File: config.mk
export PLATFORM = sky130hd
export DESIGN_NAME = mp_add_seq
export DESIGN_NICKNAME = d
export VERILOG_FILES = /design/src/rtl/mp_add_seq.sv
export SDC_FILE = /design/constraint.sdc
export NUM_CORES = 1
export LEC_CHECK = 0
export ABC_AREA = 1
export CORE_UTILIZATION = 51
export CTS_BUF_LIST = sky130_fd_sc_hd__clkbuf_8 sky130_fd_sc_hd__clkbuf_16
export DETAILED_ROUTE_END_ITERATION = 8
export GPL_ROUTABILITY_DRIVEN = 0
export PLACE_DENSITY = 0.87
export SLEW_MARGIN = 20
export SYNTH_ARGS = -nofsm -noshare
export SYNTH_HDL_FRONTEND = slang
export SYNTH_SLANG_ARGS = --single-unit
export TNS_END_PERCENT = 50
File: constraint.sdc
create_clock -name clk -period 4.55 [get_ports clk]
set_input_delay 0.91 -clock clk [delete_from_list [all_inputs] [get_ports clk]]
set_output_delay 0.91 -clock clk [all_outputs]
set_load 0.03 [all_outputs]
File: src/rtl/mp_add_seq.sv
`default_nettype none
// ---------------------------------------------------------------------------
// fa_nbit
//   Plain WIDTH-bit ripple-carry adder: {cout, sum} = a + b + cin.
// ---------------------------------------------------------------------------
// Ports
//   a, b  : WIDTH-bit addends
//   cin   : carry into bit 0
//   sum   : WIDTH-bit sum
//   cout  : carry out of bit WIDTH-1
// ---------------------------------------------------------------------------
// Revision: 1.0  initial release
// ---------------------------------------------------------------------------
module fa_nbit #(
  parameter int WIDTH = 6
) (
  input  logic [WIDTH-1:0] a,
  input  logic [WIDTH-1:0] b,
  input  logic             cin,
  output logic [WIDTH-1:0] sum,
  output logic             cout
);

  logic [WIDTH:0] w_carry;

  assign w_carry[0] = cin;

  for (genvar i = 0; i < WIDTH; i++) begin : g_bit
    assign sum[i]       = a[i] ^ b[i] ^ w_carry[i];
    assign w_carry[i+1] = (a[i] & b[i]) | (a[i] & w_carry[i]) | (b[i] & w_carry[i]);
  end

  assign cout = w_carry[WIDTH];

endmodule

// ---------------------------------------------------------------------------
// mp_add_seq
//   Multi-precision add/subtract sequencer. Two NWORDS*WIDTH-bit operands are
//   combined one WIDTH-bit word per cycle, least significant word first,
//   through a single shared fa_nbit; the inter-word carry lives in a register.
// ---------------------------------------------------------------------------
// Ports
//   clk      : clock, rising edge
//   rst_n    : asynchronous active-low reset
//   start    : request, accepted in IDLE or DONE
//   sub      : 0 = a+b+cin, 1 = a-b (cin ignored)
//   cin      : carry-in for add mode
//   a, b     : operands, sampled at acceptance
//   busy     : high while words are being processed
//   done     : one-cycle pulse when the result is complete
//   s        : result register (valid from done onward)
//   cout     : carry out of the top word (subtract: 1 = no borrow)
//   overflow : two's-complement overflow of the full-width operation
// ---------------------------------------------------------------------------
// Revision: 1.0  initial release
// ---------------------------------------------------------------------------
module mp_add_seq #(
  parameter int WIDTH  = 6,
  parameter int NWORDS = 4
) (
  input  logic                    clk,
  input  logic                    rst_n,
  input  logic                    start,
  input  logic                    sub,
  input  logic                    cin,
  input  logic [WIDTH*NWORDS-1:0] a,
  input  logic [WIDTH*NWORDS-1:0] b,
  output logic                    busy,
  output logic                    done,
  output logic [WIDTH*NWORDS-1:0] s,
  output logic                    cout,
  output logic                    overflow
);

  localparam int TW = WIDTH * NWORDS;
  localparam int IW = $clog2(NWORDS);
  localparam logic [IW-1:0] C_LAST_IDX = IW'(NWORDS - 1);

  typedef enum logic [1:0] {
    S_IDLE = 2'd0,
    S_RUN  = 2'd1,
    S_DONE = 2'd2
  } state_t;

  state_t           r_state;
  state_t           w_state_nxt;
  logic [TW-1:0]    r_a;
  logic [TW-1:0]    r_b;
  logic             r_carry;
  logic [IW-1:0]    r_idx;

  logic             w_accept;
  logic             w_last;
  logic [WIDTH-1:0] w_a_word;
  logic [WIDTH-1:0] w_b_word;
  logic [WIDTH-1:0] w_sum;
  logic             w_cout;

  assign w_accept = start && ((r_state == S_IDLE) || (r_state == S_DONE));
  assign w_last   = (r_idx == C_LAST_IDX);

  // Status flags are pure state decodes, so an asynchronous reset clears them
  // immediately along with the state register.
  assign busy = (r_state == S_RUN);
  assign done = (r_state == S_DONE);

  // ---------------------------------------------------------------- FSM
  always_ff @(posedge clk or negedge rst_n) begin
    if (!rst_n) begin
      r_state <= S_IDLE;
    end else begin
      r_state <= w_state_nxt;
    end
  end

  always_comb begin
    w_state_nxt = r_state;
    case (r_state)
      S_IDLE:  if (start) w_state_nxt = S_RUN;
      S_RUN:   if (w_last) w_state_nxt = S_DONE;
      S_DONE:  w_state_nxt = start ? S_RUN : S_IDLE;
      default: w_state_nxt = S_IDLE;
    endcase
  end

  // ---------------------------------------------------------------- word select
  always_comb begin
    w_a_word = '0;
    w_b_word = '0;
    for (int i = 0; i < NWORDS; i++) begin
      if (r_idx == IW'(i)) begin
        w_a_word = r_a[i*WIDTH +: WIDTH];
        w_b_word = r_b[i*WIDTH +: WIDTH];
      end
    end
  end

  fa_nbit #(
    .WIDTH (WIDTH)
  ) u_fa (
    .a    (w_a_word),
    .b    (w_b_word),
    .cin  (r_carry),
    .sum  (w_sum),
    .cout (w_cout)
  );

  // ---------------------------------------------------------------- datapath
  always_ff @(posedge clk or negedge rst_n) begin
    if (!rst_n) begin
      r_a      <= '0;
      r_b      <= '0;
      r_carry  <= 1'b0;
      r_idx    <= '0;
      s        <= '0;
      cout     <= 1'b0;
      overflow <= 1'b0;
    end else if (w_accept) begin
      // Subtraction is a + ~b + 1; the +1 enters as the initial carry.
      r_a     <= a;
      r_b     <= sub ? ~b : b;
      r_carry <= sub ? 1'b1 : cin;
      r_idx   <= '0;
    end else if (r_state == S_RUN) begin
      for (int i = 0; i < NWORDS; i++) begin
        if (r_idx == IW'(i)) begin
          s[i*WIDTH +: WIDTH] <= w_sum;
        end
      end
      r_carry <= w_cout;
      if (w_last) begin
        cout     <= w_cout;
        overflow <= (r_a[TW-1] == r_b[TW-1]) && (w_sum[WIDTH-1] != r_a[TW-1]);
      end else begin
        // Held at the last index rather than wrapping past NWORDS-1.
        r_idx <= r_idx + 1'b1;
      end
    end
  end

endmodule
`default_nettype wire

Word-level counts from Yosys, hierarchy flattened
Index checks and enable logic that the tools add are counted.
{ "totals": {"ff_bits": 79, "input_bits": 53, "output_inout_bits": 28, "word_cells": 97} }
{ "op_classes": {"n_addsub": 1, "eq_ne": 10, "n_mux": 19, "bitwise": 44, "reduce_logical": 12} }
{ "op_table": {"columns": ["cell", "count"], "rows": [
  ["$mux W6", 8],
  ["$mux W24", 1],
  ["$not A24 Y24", 1],
  ["$and A1 B1 Y1", 18],
  ["$or A1 B1 Y1", 12],
  ["$reduce_and A3 Y1", 4],
  ["$xor A1 B1 Y1", 12],
  ["$mux W2", 5],
  ["$eq A2 B2 Y1 const B", 3],
  ["$pmux W2 S3", 1],
  ["$eq A2 B1 Y1 const B", 2],
  ["$logic_not A2 Y1", 2],
  ["$mux W1", 4],
  ["$ne A2 B2 Y1 const B", 2],
  ["$reduce_and A2 Y1", 2],
  ["$add A2 B1 Y2 const B", 1],
  ["$logic_and A1 B1 Y1", 2],
  ["$ne A2 B1 Y1 const B", 1],
  ["$reduce_bool A2 Y1", 1],
  ["$eq A1 B1 Y1", 1],
  ["$logic_or A1 B1 Y1", 1],
  ["$ne A1 B1 Y1", 1],
  ["$not A1 Y1", 1]
]} }

Longest topological paths before layout
Gate-level depths: netlist (run 1).
{ "depth": {"word_depth": 25, "mapped_depth": 20, "depth_no_buf": 19} }

By module
Synthesis (run 1) repeated with hierarchy kept, for this count alone.
{ "unflattened": {"hier_cells": 478, "area_unflattened_um2": 3973.8} }
{ "modules_own_cells": {"columns": ["mod", "instances", "cells_each", "area_per_inst_um2", "seq_area_each_um2"], "rows": [
  ["mp_add_seq", 1, 462, 3816.2, 1976.9],
  ["fa_nbit", 1, 16, 157.7, 0.0]
]} }

Worst setup path before layout (run 1)
OpenSTA, ideal clock, no wires.
{ "synth_path": {"kind": "flip-flop to flip-flop", "startpoint": "register r_idx[0]", "endpoint": "register overflow", "t_arrival_ns": 3.778, "required_time_ns": 4.485, "slack_ns": 0.706, "stages_incl_launch_ff": 19, "period_less_slack_ns": 3.844, "path_cell_list": "dfrtp_1 > inv_1 > ha_1 > inv_1 > buf_2 > nor2_1 > nor2_1 > a21boi_0 > fa_1 > inv_1 > fa_1 > fa_1 > fa_1 > fa_1 > inv_1 > fa_1 > o21ai_0 > nand3_1 > nand2_1"} }
{ "synth_via": {"elab_chain_len": 23} }
{ "synth_lines": {"columns": ["item", "line", "text"], "rows": [
  ["start: declaration", "91", "logic [IW-1:0] r_idx;"],
  ["start signal: assignment", "177", "r_idx <= r_idx + 1'b1;"],
  ["$logic_not A2 Y1", "132", "if (r_idx == IW'(i)) begin"],
  ["$mux W6 (4 in a row)", "132", null],
  ["$and A1 B1 Y1", "30", "assign w_carry[i+1] = (a[i] & b[i]) | (a[i] & w_carry[i]) | (b[i] & w_carry[i]);"],
  ["$or A1 B1 Y1 (2 in a row)", "30", null],
  ["$and A1 B1 Y1", "30", null],
  ["$or A1 B1 Y1 (2 in a row)", "30", null],
  ["$and A1 B1 Y1", "30", null],
  ["$or A1 B1 Y1 (2 in a row)", "30", null],
  ["$and A1 B1 Y1", "30", null],
  ["$or A1 B1 Y1 (2 in a row)", "30", null],
  ["$and A1 B1 Y1", "30", null],
  ["$or A1 B1 Y1 (2 in a row)", "30", null],
  ["$xor A1 B1 Y1", "29", "assign sum[i] = a[i] ^ b[i] ^ w_carry[i];"],
  ["$ne A1 B1 Y1", "174", "overflow <= (r_a[TW-1] == r_b[TW-1]) && (w_sum[WIDTH-1] != r_a[TW-1]);"],
  ["$logic_and A1 B1 Y1", "174", null],
  ["end signal: assignment", "174", null],
  ["end: declaration", "73", "output logic overflow"]
]} }
Parallel ways exist; a longest one is shown, timed or not.
A chain may end at the register's enable or synchronous reset.

Worst setup path in the final report (run 1)
Ends and elaborated chain as after synthesis.

==> reports/metrics.json, run 1 <==
{
  "max-slew-margin-rel": {"value": 0.3499},
  "path_clk_slew": {"value": 80, "unit": "ps"},
  "clock-sinks": {"value": 79},
  "cts.root.buffer_cell": {"value": "clkbuf_8"},
  "syn_to_final_growth": {"value": 29.12, "unit": "%"},
  "die_y": {"value": 87.96, "unit": "um"},
  "number_of_drc_violations_after_detailed_routing_iteration_0": {"value": 338},
  "timing_worst_setup_path_type": {"value": "reg -> reg"},
  "worst-r2r-setup-slack": {"value": 230, "unit": "ps"},
  "largest_net_degree_at_the_start_of_global_routing": {"value": 80},
  "timing.final.max_slew_violations": {"value": 0},
  "first_global_vias": {"value": 3095},
  "crit_family": {"value": "adder cells"},
  "crit_path_end": {"value": "overflow"},
  "maxcap_viol_count": {"value": 0},
  "layout_commonest_cell": {"value": "nand2_1"},
  "fin_nets": {"value": 585},
  "cp_slowest_stage_delay": {"value": 500, "unit": "ps"},
  "synth-seq-cells": {"value": 79},
  "number_of_antenna_violations_at_the_first_check_in_global_routing": {"value": 0},
  "totalWireLength": {"value": 9015, "unit": "um"},
  "rr_worst_depth": {"value": 17},
  "cp_num_cells": {"value": 17},
  "crit_top_cell": {"value": "fa_1"},
  "cts_htree_levels": {"value": 3},
  "worst_setup_path_startpoint": {"value": "r_idx[0]"},
  "syn_area": {"value": 3769, "unit": "um2"},
  "rows": {"value": 30},
  "tightestPinTransition": {"value": 975.1, "unit": "ps"},
  "worst_ep_arrival_time": {"value": 4610, "unit": "ps"},
  "synth-seq-area-share": {"value": 0.5246},
  "rsz0062_at_grt": {"value": "false"},
  "cts_tree": {"value": "done"},
  "vias_per_cell": {"value": 5.265},
  "ir_worst_vdd": {"value": 0.3105, "unit": "mV"},
  "synthesis.instances": {"value": 445},
  "synth_cell_type_count": {"value": 20},
  "clk-insertion-delay-late": {"value": 350, "unit": "ps"},
  "worst_hold_path_type": {"value": "reg -> reg"},
  "setup-tns-final": {"value": 0, "unit": "ps"},
  "critical_path.n_buffers_inverters": {"value": 4},
  "avgSynthCellArea": {"value": 8.469, "unit": "um2"},
  "syn-num-nets": {"value": 508},
  "fin_worst_skew": {"value": 10.94, "unit": "ps"},
  "timing.final.setup_violations": {"value": 0},
  "critical-path-slowest-cell": {"value": "fa_1"},
  "run_status": {"value": "finished, final reports clean"},
  "route.detailed.drc": {"value": 0},
  "synth_async_sr_flop_share": {"value": 1.000},
  "timing.critical_path.required": {"value": 4840, "unit": "ps"},
  "ys_flop_type": {"value": "dfrtp_1"},
  "mostFrequentLayoutCells": {"value": "172 x nand2_1, 79 x dfrtp_1, 79 x clkdlybuf4s50_1"},
  "diode_insertion_count_for_antenna_repair": {"value": 0},
  "wire_per_inst": {"value": 14.47, "unit": "um"},
  "ctsHoldBuffers": {"value": 0},
  "grt_use_total": {"value": 0.2560},
  "clock_tree.buffer_depth": {"value": 2},
  "power_density": {"value": 796.4, "unit": "nW/um2"},
  "ant_nets": {"value": 0},
  "worst_setup_path_start_kind": {"value": "flip-flop"},
  "edff_count_synth": {"value": 0},
  "cp_max_fo": {"value": 8},
  "fraction_of_final_layout_cells_sized_beyond_drive_strength_1": {"value": 0.06641},
  "placeable_core_region": {"value": 6982, "unit": "um2"},
  "post-route-period-util": {"value": 0.9485},
  "critical_path.endpoint_type": {"value": "flip-flop"},
  "area_enclosed_by_the_die_boundary": {"value": 7737, "unit": "um2"},
  "pin_count": {"value": 81},
  "initial_core_utilization": {"value": 0.5398},
  "drt-pass1-iter-count": {"value": 6},
  "final-hold-violation-count": {"value": 0},
  "final_util": {"value": 0.6970},
  "finalWorstPathRequiredPeriod": {"value": 4316, "unit": "ps"},
  "buffer_ports.inserted": {"value": 80},
  "worstReg2RegStart": {"value": "r_idx[0]"},
  "worst_hold_check_slack": {"value": 485.2, "unit": "ps"},
  "cts_buffers": {"value": 9},
  "globalRouteOverflowTotal": {"value": 0},
  "power.leakage": {"value": 2.306, "unit": "nW"},
  "die_w": {"value": 87.96, "unit": "um"},
  "num_vias": {"value": 3280},
  "timing.rr.end": {"value": "overflow"},
  "path_cells": {"value": "inv_1, ha_2, clkinvlp_4, nor2_1, nor2_1, a21boi_0, fa_1, inv_1, fa_1, fa_1, fa_1, fa_1, inv_1, fa_1, o21ai_0, nand3_1, nand2_1"},
  "ys.warnings.count": {"value": 0},
  "global_route_wire_length_before_repair": {"value": 14750, "unit": "um"},
  "max_freq": {"value": 0.2317, "unit": "GHz"},
  "hpwlAfterDp": {"value": 6532, "unit": "um"}
}
## how the worst min path moves through the flow
stage,start,to,slack [ps],cells past startpoint
floorplan,r_a[18],r_a[18],430,2
global placement,r_a[20],r_a[20],460,2
detailed placement,r_a[17],r_a[17],470,2
CTS,r_a[17],r_a[17],490,2
global route,r_a[14],r_a[14],510,2
finish,r_a[17],r_a[17],490,2
## through the flow
step                      setup WS [ps]  total power, W  area [um2]  std cells
after global placement            485.0        0.003120        4601        603
after detailed placement          278.5        0.003232        4601        603
after floorplan                   706.4        0.002554        3769        445
after CTS                         257.0        0.003830        4830        619
final                             234.5        0.003875        4866        623
after global routing              30.68        0.004183        4866        623
## cell families (layout without fill, tap and decap cells)
logic type | after synthesis | count (layout) | share of synthesized area
flops | 79 | 79 | 0.5246
simple gates | 210 | 210 | 0.2165
fa+ha+maj | 10 | 10 | 0.04515
buf+inv | 48 | 130 | 0.05777
xor+xnor | 24 | 24 | 0.05578
compound gates | 74 | 74 | 0.1003
## power by group
part / internal [W] / total [W] / leakage [nW] / switching (W)
sequential: 0.00104 / 0.00126 / 0.985 / 0.000223
combinational: 0.000733 / 0.00203 / 1.21 / 0.00129
clock: 0.000316 / 0.000586 / 0.112 / 0.000269
## worst reg2reg max path: stages, from the launching register on
cell and delay (ps):
dfrtp_1 430, inv_1 120, ha_2 290, clkinvlp_4 210, nor2_1 180, nor2_1 50
a21boi_0 240, fa_1 220, inv_1 50, fa_1 400, fa_1 400, fa_1 390
fa_1 360, inv_1 70, fa_1 500, o21ai_0 190, nand3_1 100, nand2_1 60
## cells in the mapped netlist (3+ instances only)
| library cell | count | share of area |
|---|---|---|
| nor2_1 | 24 | 0.024 |
| nand2_1 | 172 | 0.17 |
| nand3_1 | 10 | 0.013 |
| inv_2 | 3 | 0.0030 |
| o21ai_0 | 27 | 0.036 |
| ha_1 | 4 | 0.013 |
| xnor2_1 | 24 | 0.056 |
| dfrtp_1 | 79 | 0.52 |
| a21boi_0 | 3 | 0.0060 |
| a21oi_1 | 17 | 0.023 |
| buf_2 | 15 | 0.020 |
| o21ai_1 | 27 | 0.036 |
| fa_1 | 6 | 0.032 |
| clkbuf_1 | 4 | 0.0040 |
| inv_1 | 22 | 0.022 |
| buf_4 | 3 | 0.0060 |
## cell type report
class                           instances  area [um2]
Fill cell                             564        2116
Clock inverter                          7       105.1
Clock buffer                            9       123.9
Sequential cell                        79        1977
Multi-Input combinational cell        318        1577
Tap cell                               96       120.1
Timing Repair Buffer                   89       865.8
Inverter                               25       97.59
## metal layers
layer  routed length [um]  track usage
met2                 4299       0.4045
met4                  289       0.1118
met3                  719      0.05749
met5                    0            0
met1                 3708       0.3410
## repair_timing
item / 4_1_cts / 5_1_grt
gates resized for setup: 0 / 2
endpoints found under the hold margin: 0 / 0
buffers inserted: 0 / 4
setup endpoints to repair: 0 / 1
## state kept, by name, summed over array words and instances, names as in the netlist
signal	flops
r_a	24
r_b	24
s	24
r_idx	2
r_state	2
cout	1
overflow	1
r_carry	1
No activity file was read; power rests on OpenSTA's default activity.
==> run 2, diff against run 1 <==
--- a/config.mk
+++ b/config.mk
@@ -8,3 +8,3 @@
 export ABC_AREA = 1
-export CORE_UTILIZATION = 51
+export CORE_UTILIZATION = 52
 export CTS_BUF_LIST = sky130_fd_sc_hd__clkbuf_8 sky130_fd_sc_hd__clkbuf_16
@@ -12,3 +12,4 @@
 export GPL_ROUTABILITY_DRIVEN = 0
-export PLACE_DENSITY = 0.87
+export MAX_ROUTING_LAYER = met4
+export PLACE_DENSITY = 0.88
 export SLEW_MARGIN = 20
@@ -16,2 +17,3 @@
 export SYNTH_HDL_FRONTEND = slang
+export SYNTH_HIERARCHICAL = 1
 export SYNTH_SLANG_ARGS = --single-unit
--- a/constraint.sdc
+++ b/constraint.sdc
@@ -3,2 +3,2 @@
 set_output_delay 0.91 -clock clk [all_outputs]
-set_load 0.03 [all_outputs]
+set_load 0.05 [all_outputs]
==> run 2 against run 1 <==
  * Die area up 3.3%
  * Count of clock-buffer cells in the layout unchanged
  * Worst setup slack better by 110 ps
  * Critical path depth up 3
  * Fmax up 2.7%
  * Clock skew up 1.9 ps
  * Largest power group unchanged
  * Via count up 0.18%
  * Register-to-register slack better by 110 ps
  * Sequential power about the same
  * Combinational power up 13%
  * Area after synthesis up 5.4%
  * Power up 5.3%
  * Largest cell class unchanged
==> reports/metrics.json, run 2 <==
{
  "totalWireLength": {"value": 8584, "unit": "um"},
  "cts_buffers": {"value": 9},
  "rr_worst_depth": {"value": 20},
  "max_freq": {"value": 0.2379, "unit": "GHz"},
  "ys_flop_type": {"value": "dfrtp_1"},
  "largest_net_degree_at_the_start_of_global_routing": {"value": 80},
  "clk-insertion-delay-late": {"value": 360, "unit": "ps"},
  "wire_per_inst": {"value": 13.17, "unit": "um"},
  "worst_ep_arrival_time": {"value": 4450, "unit": "ps"},
  "timing.rr.end": {"value": "overflow"},
  "clock_tree.buffer_depth": {"value": 2},
  "tightestPinTransition": {"value": 969.5, "unit": "ps"},
  "worst_setup_path_start_kind": {"value": "flip-flop"},
  "yosysTopAreaCellShare": {"value": 0.4975},
  "clock-sinks": {"value": 79},
  "pin_count": {"value": 81},
  "worst_hold_path_type": {"value": "reg -> reg"},
  "diode_insertion_count_for_antenna_repair": {"value": 0},
  "final-hold-violation-count": {"value": 0},
  "synthDominantAreaCellType": {"value": "dfrtp_1"},
  "synthMostInstantiatedCell": {"value": "nand2_1"},
  "syn_to_final_growth": {"value": 25.03, "unit": "%"},
  "grt.busiest_layer": {"value": "met2"},
  "cts.root.buffer_cell": {"value": "clkbuf_8"},
  "ir_worst_vdd": {"value": 0.3359, "unit": "mV"},
  "synthesis.instances": {"value": 478},
  "finalWorstPathRequiredPeriod": {"value": 4203, "unit": "ps"},
  "synth-seq-cells": {"value": 79},
  "buffer_ports.inserted": {"value": 80},
  "post-cts-setup-buffer-count": {"value": 0},
  "path_clk_slew": {"value": 80, "unit": "ps"},
  "timing.critical_path.required": {"value": 4790, "unit": "ps"},
  "preCtsSetupSlack": {"value": 394.6, "unit": "ps"},
  "met1_usage": {"value": 0.3098},
  "drt-pass1-iter-count": {"value": 5},
  "power_switching": {"value": 0.002048, "unit": "W"},
  "cts_htree_levels": {"value": 3},
  "worst-r2r-setup-slack": {"value": 350, "unit": "ps"},
  "vias_per_cell": {"value": 5.040},
  "layoutNonFillerInstCount": {"value": 652},
  "ant_nets": {"value": 0},
  "crit_path_end": {"value": "overflow"},
  "synth_cell_type_count": {"value": 20},
  "power_density": {"value": 821.3, "unit": "nW/um2"},
  "ys.warnings.count": {"value": 6},
  "number_of_antenna_violations_at_the_first_check_in_global_routing": {"value": 0},
  "clock_power_frac": {"value": 0.130},
  "max-slew-margin-rel": {"value": 0.3537},
  "top_regs": {"value": "r_a (24), r_b (24), s (24)"},
  "avgSynthCellArea": {"value": 8.313, "unit": "um2"},
  "cts-resized-gates": {"value": 0},
  "rows": {"value": 31},
  "timing.final.setup_violations": {"value": 0},
  "synth.top_cells.by_count": {"value": "218 x nand2_1, 79 x dfrtp_1, 36 x inv_1"},
  "first_global_vias": {"value": 3227},
  "timing_worst_setup_path_type": {"value": "reg -> reg"},
  "edff_count_synth": {"value": 0},
  "p_sw_frac": {"value": 0.5019},
  "ctsHoldBuffers": {"value": 0},
  "timing.final.max_slew_violations": {"value": 0},
  "area_enclosed_by_the_die_boundary": {"value": 7996, "unit": "um2"},
  "initial_core_utilization": {"value": 0.5421},
  "power_frac_seq": {"value": 0.310},
  "globalRouteMet2Util": {"value": 0.4032},
  "yosys-top-cells-area": {"value": "dfrtp_1 50%, nand2_1 21%, xor2_1 5.3%"},
  "power_report.internal_total": {"value": 0.002033, "unit": "W"},
  "post-route-period-util": {"value": 0.9238},
  "layout_commonest_cell": {"value": "nand2_1"},
  "die_w": {"value": 89.42, "unit": "um"},
  "cts_tree": {"value": "done"},
  "hpwlAfterDp": {"value": 6225, "unit": "um"},
  "mostFrequentLayoutCells": {"value": "218 x nand2_1, 79 x dfrtp_1, 79 x clkdlybuf4s50_1"},
  "number_of_drc_violations_after_detailed_routing_iteration_0": {"value": 250},
  "placeable_core_region": {"value": 7331, "unit": "um2"},
  "die_y": {"value": 89.42, "unit": "um"},
  "globalRouteOverflowTotal": {"value": 0},
  "rsz0062_at_grt": {"value": "false"},
  "fin_nets": {"value": 611},
  "numPlacedInstances": {"value": 636},
  "fin_worst_skew": {"value": 12.85, "unit": "ps"},
  "global_route_wire_length_before_repair": {"value": 14540, "unit": "um"},
  "num_vias": {"value": 3286},
  "met3_usage": {"value": 0.05725},
  "run_status": {"value": "finished, final reports clean"},
  "route.detailed.drc": {"value": 0},
  "worst_setup_path_startpoint": {"value": "r_idx[0]"},
  "combPwrFrac": {"value": 0.560},
  "fin_ws": {"value": 346.7, "unit": "ps"},
  "setup-tns-final": {"value": 0, "unit": "ps"},
  "grt_use_total": {"value": 0.2521},
  "synth_async_sr_flop_share": {"value": 1.000},
  "maxcap_viol_count": {"value": 0},
  "cp_max_fo": {"value": 16},
  "power.leakage": {"value": 2.534, "unit": "nW"},
  "synth-seq-area-share": {"value": 0.4975},
  "fraction_of_final_layout_cells_sized_beyond_drive_strength_1": {"value": 0.07595},
  "worstReg2RegStart": {"value": "r_idx[0]"},
  "syn-num-nets": {"value": 541},
  "syn_area": {"value": 3974, "unit": "um2"},
  "critical_path.endpoint_type": {"value": "flip-flop"}
}
-- run 2: cell types whose count changed in the layout (fill, tap and decap cells not counted), moves of 8 or more --
cell     before  now
inv_1        21   36
o21ai_1      27   13
o21ai_0      27    7
o21ai_2       0   12
nand2_1     172  218
xor2_1        0   24
xnor2_1      24    0
nand3_1      10   18
nor2_1       24    3
-- run 2: kinds of logic (layout without fill, tap and decap cells) --
kind of cell | Yosys count | count (layout) | share of synthesized area
AOI/OAI and AO/OA | 56 | 56 | 0.08186
buffers and inverters | 64 | 139 | 0.07808
xor gates and xnor gates | 24 | 24 | 0.05290
and+or+nand+nor | 245 | 245 | 0.2469
adders and majority gates | 10 | 10 | 0.04282
DFF | 79 | 79 | 0.4975
-- run 2: worst max-delay path, cell delays in order, from the launching register on --
cell     delay, ps
dfrtp_1        420
inv_1          120
ha_1           520
a21oi_1        150
nand2_1         90
nand2_1         50
inv_1           70
fa_1           170
inv_1           50
fa_1           390
fa_1           390
fa_1           390
fa_1           370
inv_1          100
fa_1           410
inv_1           70
inv_1           90
nand3_1         80
nand2_1         60
nand2_1         60
nand2_1         40
-- run 2: power groups by stage --
stage	Sequential [W]	Clock [W]	Combinational, W
detailed placement	0.00127	0	0.00228
global placement	0.00125	0	0.00221
CTS	0.00126	0.000540	0.00230
finish	0.00126	0.000532	0.00229
global route	0.00130	0.000567	0.00258
floorplan	0.00157	0	0.00137
-- run 2: per-stage QoR --
stage	area [um2]	utilization	total power, W	hold slack (ps)
2_1_floorplan	3974	-	0.002931	448.7
3_3_place_gp	4766	0.6501	0.003464	464.2
3_5_place_dp	4766	0.6501	0.003551	468.3
4_1_cts	4969	0.6778	0.004097	490.0
5_1_grt	4969	0.6778	0.004440	511.7
6_report	4969	0.6778	0.004081	487.2
-- run 2: worst min path at each step --
stage,from,to,cells after the start
2_1_floorplan,r_a[22],r_a[22],2
3_3_place_gp,cout,cout,2
3_5_place_dp,r_b[16],r_b[16],2
4_1_cts,r_b[16],r_b[16],2
5_1_grt,s[19],s[19],2
6_report,s[19],s[19],2
-- run 2: routing by layer --
layer | routed length (um) | part of all wire
met5 | 0 | 0
met4 | 213 | 0.025
met3 | 467 | 0.054
met2 | 4176 | 0.49
met1 | 3727 | 0.43
-- run 2: area by class of cell --
cell class	count	area, um2
inverter	38	142.6
multi-input combinational	335	1687
timing repair buffer	85	835.8
clock inverter	7	78.83
tap	99	123.9
clock buffer	9	123.9
fill	567	2362
sequential	79	1977
